==> src/rtl/bus_access_sched_if.sv <==
// Bus access scheduler interface: master requests, slave ack, grant and
// completion signals, plus a debug view of the scheduler state.
//
// Handshake: a master raises mX_req_i and holds it until it sees its one-cycle
// mX_ack_o pulse; dropping it earlier does not cancel an issued transaction.
// The scheduler starts a slave transaction with a one-cycle s_req_o strobe and
// treats the first s_ack_i seen in that transaction as completion; s_ack_i
// outside a transaction is ignored.
interface bus_access_sched_if;
  logic       m0_req_i;
  logic       m1_req_i;
  logic       m2_req_i;
  logic       s_ack_i;
  logic [1:0] grant_o;
  logic       grant_vld_o;
  logic       s_req_o;
  logic       m0_ack_o;
  logic       m1_ack_o;
  logic       m2_ack_o;
  logic       hold_flag_o;
  logic       err_o;
  logic [1:0] state_o;

  modport slave (
    input  m0_req_i, m1_req_i, m2_req_i, s_ack_i,
    output grant_o, grant_vld_o, s_req_o, m0_ack_o, m1_ack_o, m2_ack_o,
           hold_flag_o, err_o, state_o
  );

  modport master (
    output m0_req_i, m1_req_i, m2_req_i, s_ack_i,
    input  grant_o, grant_vld_o, s_req_o, m0_ack_o, m1_ack_o, m2_ack_o,
           hold_flag_o, err_o, state_o
  );
endinterface

==> src/rtl/bus_access_sched.sv <==
// Sequential access scheduler for the shared system bus (ex=m0, if=m1, jtag=m2).
// One transaction at a time: arbitrate in IDLE, hold the grant through ACCESS
// until the slave acks, pulse the owner's ack in DONE, then return to IDLE.
// m1 is protected from starvation by m2 through a saturating counter.
// Optional slave-timeout watchdog: define BUS_ACCESS_SCHED_TIMEOUT_EN.
module bus_access_sched #(
  parameter int STARVE_MAX     = 4
`ifdef BUS_ACCESS_SCHED_TIMEOUT_EN
  , parameter int TIMEOUT_CYCLES = 255
  , parameter int TO_W           = 8
`endif
) (
  input logic               clk,
  input logic               rst,
  bus_access_sched_if.slave bus
);

  typedef enum logic [1:0] {
    IDLE   = 2'b00,
    ACCESS = 2'b01,
    DONE   = 2'b10
  } state_e;

  localparam logic [3:0] STARVE_LIM = 4'(STARVE_MAX);

  state_e     state_q, state_d;
  logic [1:0] grant_q, grant_d;
  logic       vld_q, vld_d;
  logic       sreq_q, sreq_d;
  logic [2:0] ack_q, ack_d;
  logic       hold_q, hold_d;
  logic [3:0] starve_q, starve_d;
  logic       to_hit;

`ifdef BUS_ACCESS_SCHED_TIMEOUT_EN
  localparam logic [TO_W-1:0] TO_LIM = TO_W'(TIMEOUT_CYCLES);

  logic [TO_W-1:0] to_q, to_d;
  logic            err_q, err_d;

  assign to_hit = (to_q == TO_LIM);
`else
  assign to_hit = 1'b0;
`endif

  // One-hot completion pulse for the current bus owner.
  function automatic logic [2:0] owner_ack(input logic [1:0] g);
    logic [2:0] a;
    a = 3'b000;
    case (g)
      2'd0:    a = 3'b001;
      2'd1:    a = 3'b010;
      2'd2:    a = 3'b100;
      default: a = 3'b000;
    endcase
    return a;
  endfunction

  // Next-state, arbitration and registered-output computation.
  always_comb begin
    state_d  = state_q;
    grant_d  = grant_q;
    vld_d    = vld_q;
    sreq_d   = 1'b0;
    ack_d    = 3'b000;
    hold_d   = hold_q;
    starve_d = starve_q;
`ifdef BUS_ACCESS_SCHED_TIMEOUT_EN
    to_d     = to_q;
    err_d    = 1'b0;
`endif
    case (state_q)
      IDLE: begin
        if (bus.m0_req_i || bus.m1_req_i || bus.m2_req_i) begin
          state_d = ACCESS;
          vld_d   = 1'b1;
          sreq_d  = 1'b1;
`ifdef BUS_ACCESS_SCHED_TIMEOUT_EN
          to_d    = '0;
`endif
          if (bus.m0_req_i) begin
            grant_d = 2'd0;
            hold_d  = 1'b1;
          end else if (bus.m1_req_i && (starve_q == STARVE_LIM)) begin
            // m1 has waited behind m2 long enough: force it in.
            grant_d  = 2'd1;
            hold_d   = 1'b0;
            starve_d = '0;
          end else if (bus.m2_req_i) begin
            grant_d = 2'd2;
            hold_d  = 1'b1;
            if (bus.m1_req_i && (starve_q < STARVE_LIM)) starve_d = starve_q + 4'd1;
          end else begin
            grant_d  = 2'd1;
            hold_d   = 1'b0;
            starve_d = '0;
          end
        end
      end
      ACCESS: begin
        if (bus.s_ack_i) begin
          state_d = DONE;
          ack_d   = owner_ack(grant_q);
        end else if (to_hit) begin
          // Slave never answered: complete the transaction with an error.
          state_d = DONE;
          ack_d   = owner_ack(grant_q);
`ifdef BUS_ACCESS_SCHED_TIMEOUT_EN
          err_d   = 1'b1;
        end else begin
          to_d    = to_q + 1'b1;
`endif
        end
      end
      DONE: begin
        state_d = IDLE;
        vld_d   = 1'b0;
        hold_d  = 1'b0;
      end
      default: begin
        state_d = IDLE;
        vld_d   = 1'b0;
        hold_d  = 1'b0;
      end
    endcase
  end

  // State and output registers; reset drops any transaction in flight silently.
  always_ff @(posedge clk or negedge rst) begin
    if (!rst) begin
      state_q  <= IDLE;
      grant_q  <= 2'd1;
      vld_q    <= 1'b0;
      sreq_q   <= 1'b0;
      ack_q    <= 3'b000;
      hold_q   <= 1'b0;
      starve_q <= '0;
    end else begin
      state_q  <= state_d;
      grant_q  <= grant_d;
      vld_q    <= vld_d;
      sreq_q   <= sreq_d;
      ack_q    <= ack_d;
      hold_q   <= hold_d;
      starve_q <= starve_d;
    end
  end

`ifdef BUS_ACCESS_SCHED_TIMEOUT_EN
  // Watchdog counter and error pulse register.
  always_ff @(posedge clk or negedge rst) begin
    if (!rst) begin
      to_q  <= '0;
      err_q <= 1'b0;
    end else begin
      to_q  <= to_d;
      err_q <= err_d;
    end
  end

  assign bus.err_o = err_q;
`else
  assign bus.err_o = 1'b0;
`endif

  assign bus.grant_o     = grant_q;
  assign bus.grant_vld_o = vld_q;
  assign bus.s_req_o     = sreq_q;
  assign bus.m0_ack_o    = ack_q[0];
  assign bus.m1_ack_o    = ack_q[1];
  assign bus.m2_ack_o    = ack_q[2];
  assign bus.hold_flag_o = hold_q;
  assign bus.state_o     = state_q;

endmodule

==> src/flat_wrapper.sv <==
// flat-port wrapper written by rule: the top's interface ports become plain ports
module bus_access_sched_flat 
#(
  parameter int STARVE_MAX     = 4

)
  (clk, rst, bus_m0_req_i, bus_m1_req_i, bus_m2_req_i, bus_s_ack_i, bus_grant_o, bus_grant_vld_o, bus_s_req_o, bus_m0_ack_o, bus_m1_ack_o, bus_m2_ack_o, bus_hold_flag_o, bus_err_o, bus_state_o);
  bus_access_sched_if bus_i ();
  input logic clk;
  input logic rst;
  input wire logic [$bits(bus_i.m0_req_i)-1:0] bus_m0_req_i;
  input wire logic [$bits(bus_i.m1_req_i)-1:0] bus_m1_req_i;
  input wire logic [$bits(bus_i.m2_req_i)-1:0] bus_m2_req_i;
  input wire logic [$bits(bus_i.s_ack_i)-1:0] bus_s_ack_i;
  output wire logic [$bits(bus_i.grant_o)-1:0] bus_grant_o;
  output wire logic [$bits(bus_i.grant_vld_o)-1:0] bus_grant_vld_o;
  output wire logic [$bits(bus_i.s_req_o)-1:0] bus_s_req_o;
  output wire logic [$bits(bus_i.m0_ack_o)-1:0] bus_m0_ack_o;
  output wire logic [$bits(bus_i.m1_ack_o)-1:0] bus_m1_ack_o;
  output wire logic [$bits(bus_i.m2_ack_o)-1:0] bus_m2_ack_o;
  output wire logic [$bits(bus_i.hold_flag_o)-1:0] bus_hold_flag_o;
  output wire logic [$bits(bus_i.err_o)-1:0] bus_err_o;
  output wire logic [$bits(bus_i.state_o)-1:0] bus_state_o;
  assign bus_i.m0_req_i = bus_m0_req_i;
  assign bus_i.m1_req_i = bus_m1_req_i;
  assign bus_i.m2_req_i = bus_m2_req_i;
  assign bus_i.s_ack_i = bus_s_ack_i;
  assign bus_grant_o = bus_i.grant_o;
  assign bus_grant_vld_o = bus_i.grant_vld_o;
  assign bus_s_req_o = bus_i.s_req_o;
  assign bus_m0_ack_o = bus_i.m0_ack_o;
  assign bus_m1_ack_o = bus_i.m1_ack_o;
  assign bus_m2_ack_o = bus_i.m2_ack_o;
  assign bus_hold_flag_o = bus_i.hold_flag_o;
  assign bus_err_o = bus_i.err_o;
  assign bus_state_o = bus_i.state_o;
  bus_access_sched #(.STARVE_MAX(STARVE_MAX)) u_core (.clk(clk), .rst(rst), .bus(bus_i));
endmodule
==> config.mk <==
export PLATFORM = sky130hd
export DESIGN_NAME = bus_access_sched_flat
export DESIGN_NICKNAME = d
export VERILOG_FILES = /design/src/rtl/bus_access_sched_if.sv /design/src/rtl/bus_access_sched.sv /design/src/flat_wrapper.sv
export SDC_FILE = /design/constraint.sdc
export NUM_CORES = 1
export LEC_CHECK = 0
export BUFFER_PORTS_ARGS = -buffer_cell sky130_fd_sc_hd__buf_2
export CORE_AREA = 2 2 39 41
export DETAILED_ROUTE_END_ITERATION = 6
export DIE_AREA = 0 0 41 43
export PLACE_DENSITY = 0.76
export SLEW_MARGIN = 25
export SYNTH_ARGS = -nofsm -noshare
export SYNTH_HDL_FRONTEND = slang
export SYNTH_SLANG_ARGS = --single-unit
==> constraint.sdc <==
create_clock -name clk -period 3.3 [get_ports clk]
set_input_delay 0.66 -clock clk [delete_from_list [all_inputs] [get_ports clk]]
set_output_delay 0.66 -clock clk [all_outputs]
set_load 0.02 [all_outputs]
==> impl_metrics.py <==
metrics = {
    "layout": {
        "n_antenna_cell": 0,
        "area_growth_pct": 15.3,
        "layout_common_cells": "15 x buf_2, 13 x dfrtp_1, 7 x inv_1",
        "finalNetCount": 86,
        "design_area_sq_um": 763,
        "finish.utilization": 0.552,
        "drive_above_1_share": 0.325,
        "layout_commonest_cell": "buf_2",
        "fill_cells": 120,
    },
    "sta": {
        "drv_slew": 0,
        "setup_tns_ns": 0,
        "hold_viol_final": 0,
        "setup_viol_count_final": 0,
        "min_period_over_period": 0.510,
        "rsz0062_at_grt": "false",
        "finalClockSkew_ns": 0.00104,
        "min_period_ns": 1.68,
        "fmax_mhz": 594,
    },
    "placed_design": {
        "dpl_cell_area_sq_um": 727,
        "gp_congestion": 0.801,
        "dp_hpwl_um": 832,
        "io_buffers": 15,
    },
    "yosys": {
        "yosys_register_bits": 14,
        "ys_types": 29,
        "synthCells": 61,
        "ys_seq_area_frac": 0.531,
        "synth_nets": 69,
        "syn_area_per_cell_sq_um": 10.9,
        "syn_area_sq_um": 662,
        "yosys_warnings": 0,
    },
    "run_status": {
        "outcome": "complete, no violations",
    },
    "detailed_routing": {
        "wire_per_inst_um": 11.7,
        "drt_iter0_markers": 7,
        "drc": 0,
        "viasPerCell": 5.18,
        "vias": 482,
        "ant_nets": 0,
        "firstDrtPassIters": 4,
        "wl_um": 1090,
    },
    "clock_network": {
        "clock_path_buffers": 2,
        "cts_tree": "yes",
        "cts_setup_buffers": 0,
        "insertion_delay_ns": 0.27,
        "cts-root-buf": "clkbuf_4",
        "cts_buffers": 3,
        "postCtsResizedCells": 0,
        "htree_levels": 1,
        "ctsHoldBuffers": 0,
        "clock-sinks": 14,
        "clkTransAtPathRegs_ns": 0.08,
    },
    "grt": {
        "grt_use_met2": 0.197,
        "grt_max_degree": 15,
        "use_met3": 0.0314,
        "track_usage": 0.154,
        "overflow": 0,
        "grtUsageMet1": 0.227,
        "grt_pass1_wl_um": 1790,
        "grt-busiest-layer": "met1",
        "grt_antenna_before_repair": 0,
        "grt_pass1_vias": 416,
    },
    "floorplan": {
        "initial_utilization": 0.478,
        "die_w_um": 41,
        "core_sq_um": 1380,
        "dieArea_sq_um": 1760,
        "rows": 14,
        "pin_count": 17,
        "fp.dieH_um": 43,
    },
    "critical_path": {
        "worstPathMaxFanout": 10,
        "worstPathArrival_ns": 1.02,
        "rr_worst_depth": 4,
        "crit_chain": "buf_2",
        "cp-end-kind": "output pin",
        "cp_slowest_cell": "dfrtp_1",
        "critPathLaunchType": "flop",
        "cpPeakStageDelay_ns": 0.52,
        "crit_required_ns": 2.64,
        "critical_path_depth": 1,
        "cp_num_buf_inv": 1,
        "crit_family": "flip-flops",
        "worst-setup-path-type": "reg -> out",
    },
    "run": {
        "maxCapViolCount": 0,
    },
    "hold_path": {
        "hp-class": "in -> async",
    },
    "pwr": {
        "pwr_density_cell_nw_per_um2": 734,
        "p_leak_uw": 0.000389,
        "irDropWorstVdd_mv": 0.356,
    },
}
## report_power, final
group	switching, uW	total (uW)	internal (uW)
logic	104	182	78.0
clock network	53.6	121	67.1
registers	39.4	258	218
total	197	560	363
## metrics by stage
stage / worst slack (ns) / power (uW) / hold slack, ns / cells
after floorplan: 1.84 / 393 / 0.364 / 61
after global placement: 1.67 / 438 / 0.465 / 89
after detailed placement: 1.65 / 446 / 0.471 / 89
after CTS: 1.61 / 569 / 0.263 / 93
after global routing: 1.58 / 598 / 0.283 / 93
final: 1.62 / 560 / 0.262 / 93
## kinds of logic (layout without fill, tap and decap cells)
| family | count (synthesis) | count (layout) | synth area share |
|---|---|---|---|
| compound gates | 14 | 14 | 0.140 |
| fa+ha+maj | 2 | 2 | 0.0378 |
| buf+inv | 10 | 26 | 0.0851 |
| flops | 14 | 14 | 0.531 |
| mux | 1 | 1 | 0.0227 |
| other cells | 1 | 1 | 0.00567 |
| simple gates | 19 | 19 | 0.178 |
## path summary, 6_finish.rpt
kind                                  startpoint                     to  slack [ns]
max                        u_core.bus.state_o[0]         bus_state_o[0]        1.62
max in group asynchronous                    rst  u_core.bus.grant_o[0]        2.75
min                                          rst  u_core.bus.grant_o[1]        0.26
min reg2reg                   u_core.starve_q[3]     u_core.starve_q[3]        0.48
max reg2reg                u_core.bus.state_o[0]     u_core.starve_q[0]        1.95
min in group clk              u_core.starve_q[3]     u_core.starve_q[3]        0.48
## synth_stat cells (all sizes together)
master | instances | area [sq um]
or3 | 1 | 11.3
nor3b | 2 | 15.0
nand2 | 5 | 18.8
nor4 | 1 | 6.26
a211oi | 1 | 7.51
nand3b | 1 | 7.51
a22o | 2 | 17.5
a21o | 1 | 7.51
o31ai | 1 | 7.51
and2b | 1 | 8.76
dfstp | 1 | 26.3
o21a | 1 | 7.51
nor2 | 3 | 11.3
inv | 7 | 26.3
and4 | 1 | 8.76
dfrtp | 13 | 325
a221oi | 1 | 8.76
buf | 3 | 30.0
ha | 2 | 25.0
conb | 1 | 3.75
o22ai | 1 | 6.26
o21ai | 4 | 20.0
nor3 | 3 | 25.0
nand3 | 1 | 5.00
a21oi | 2 | 10.0
mux2 | 1 | 15.0
## metal layers
metal | wire [um] | part of all wire | vias up
met2 | 462 | 0.42 | 18
met4 | 23 | 0.021 | 0
li1 | - | - | 241
met1 | 513 | 0.47 | 219
met5 | 0 | 0 | -
met3 | 91 | 0.083 | 4
## layout make-up
cell class / instances / area, sq um / share of cell area
clock buffers: 4 / 36.3 / 0.0475
inverters: 7 / 26.3 / 0.0344
multi-input cells: 37 / 254 / 0.333
flip-flops and latches: 14 / 352 / 0.461
well taps: 16 / 20.0 / 0.0262
repair buffers: 15 / 75.1 / 0.0984
## flip-flops by register name, summed over array words and instances, names as in the netlist
name / flops
u_core.bus.state_o: 2
u_core.bus.s_req_o: 1
u_core.bus.grant_o: 2
u_core.bus.hold_flag_o: 1
u_core.bus.grant_vld_o: 1
u_core.starve_q: 4
u_core.ack_q: 3
Note: power is estimated with default switching activity, not from simulation.
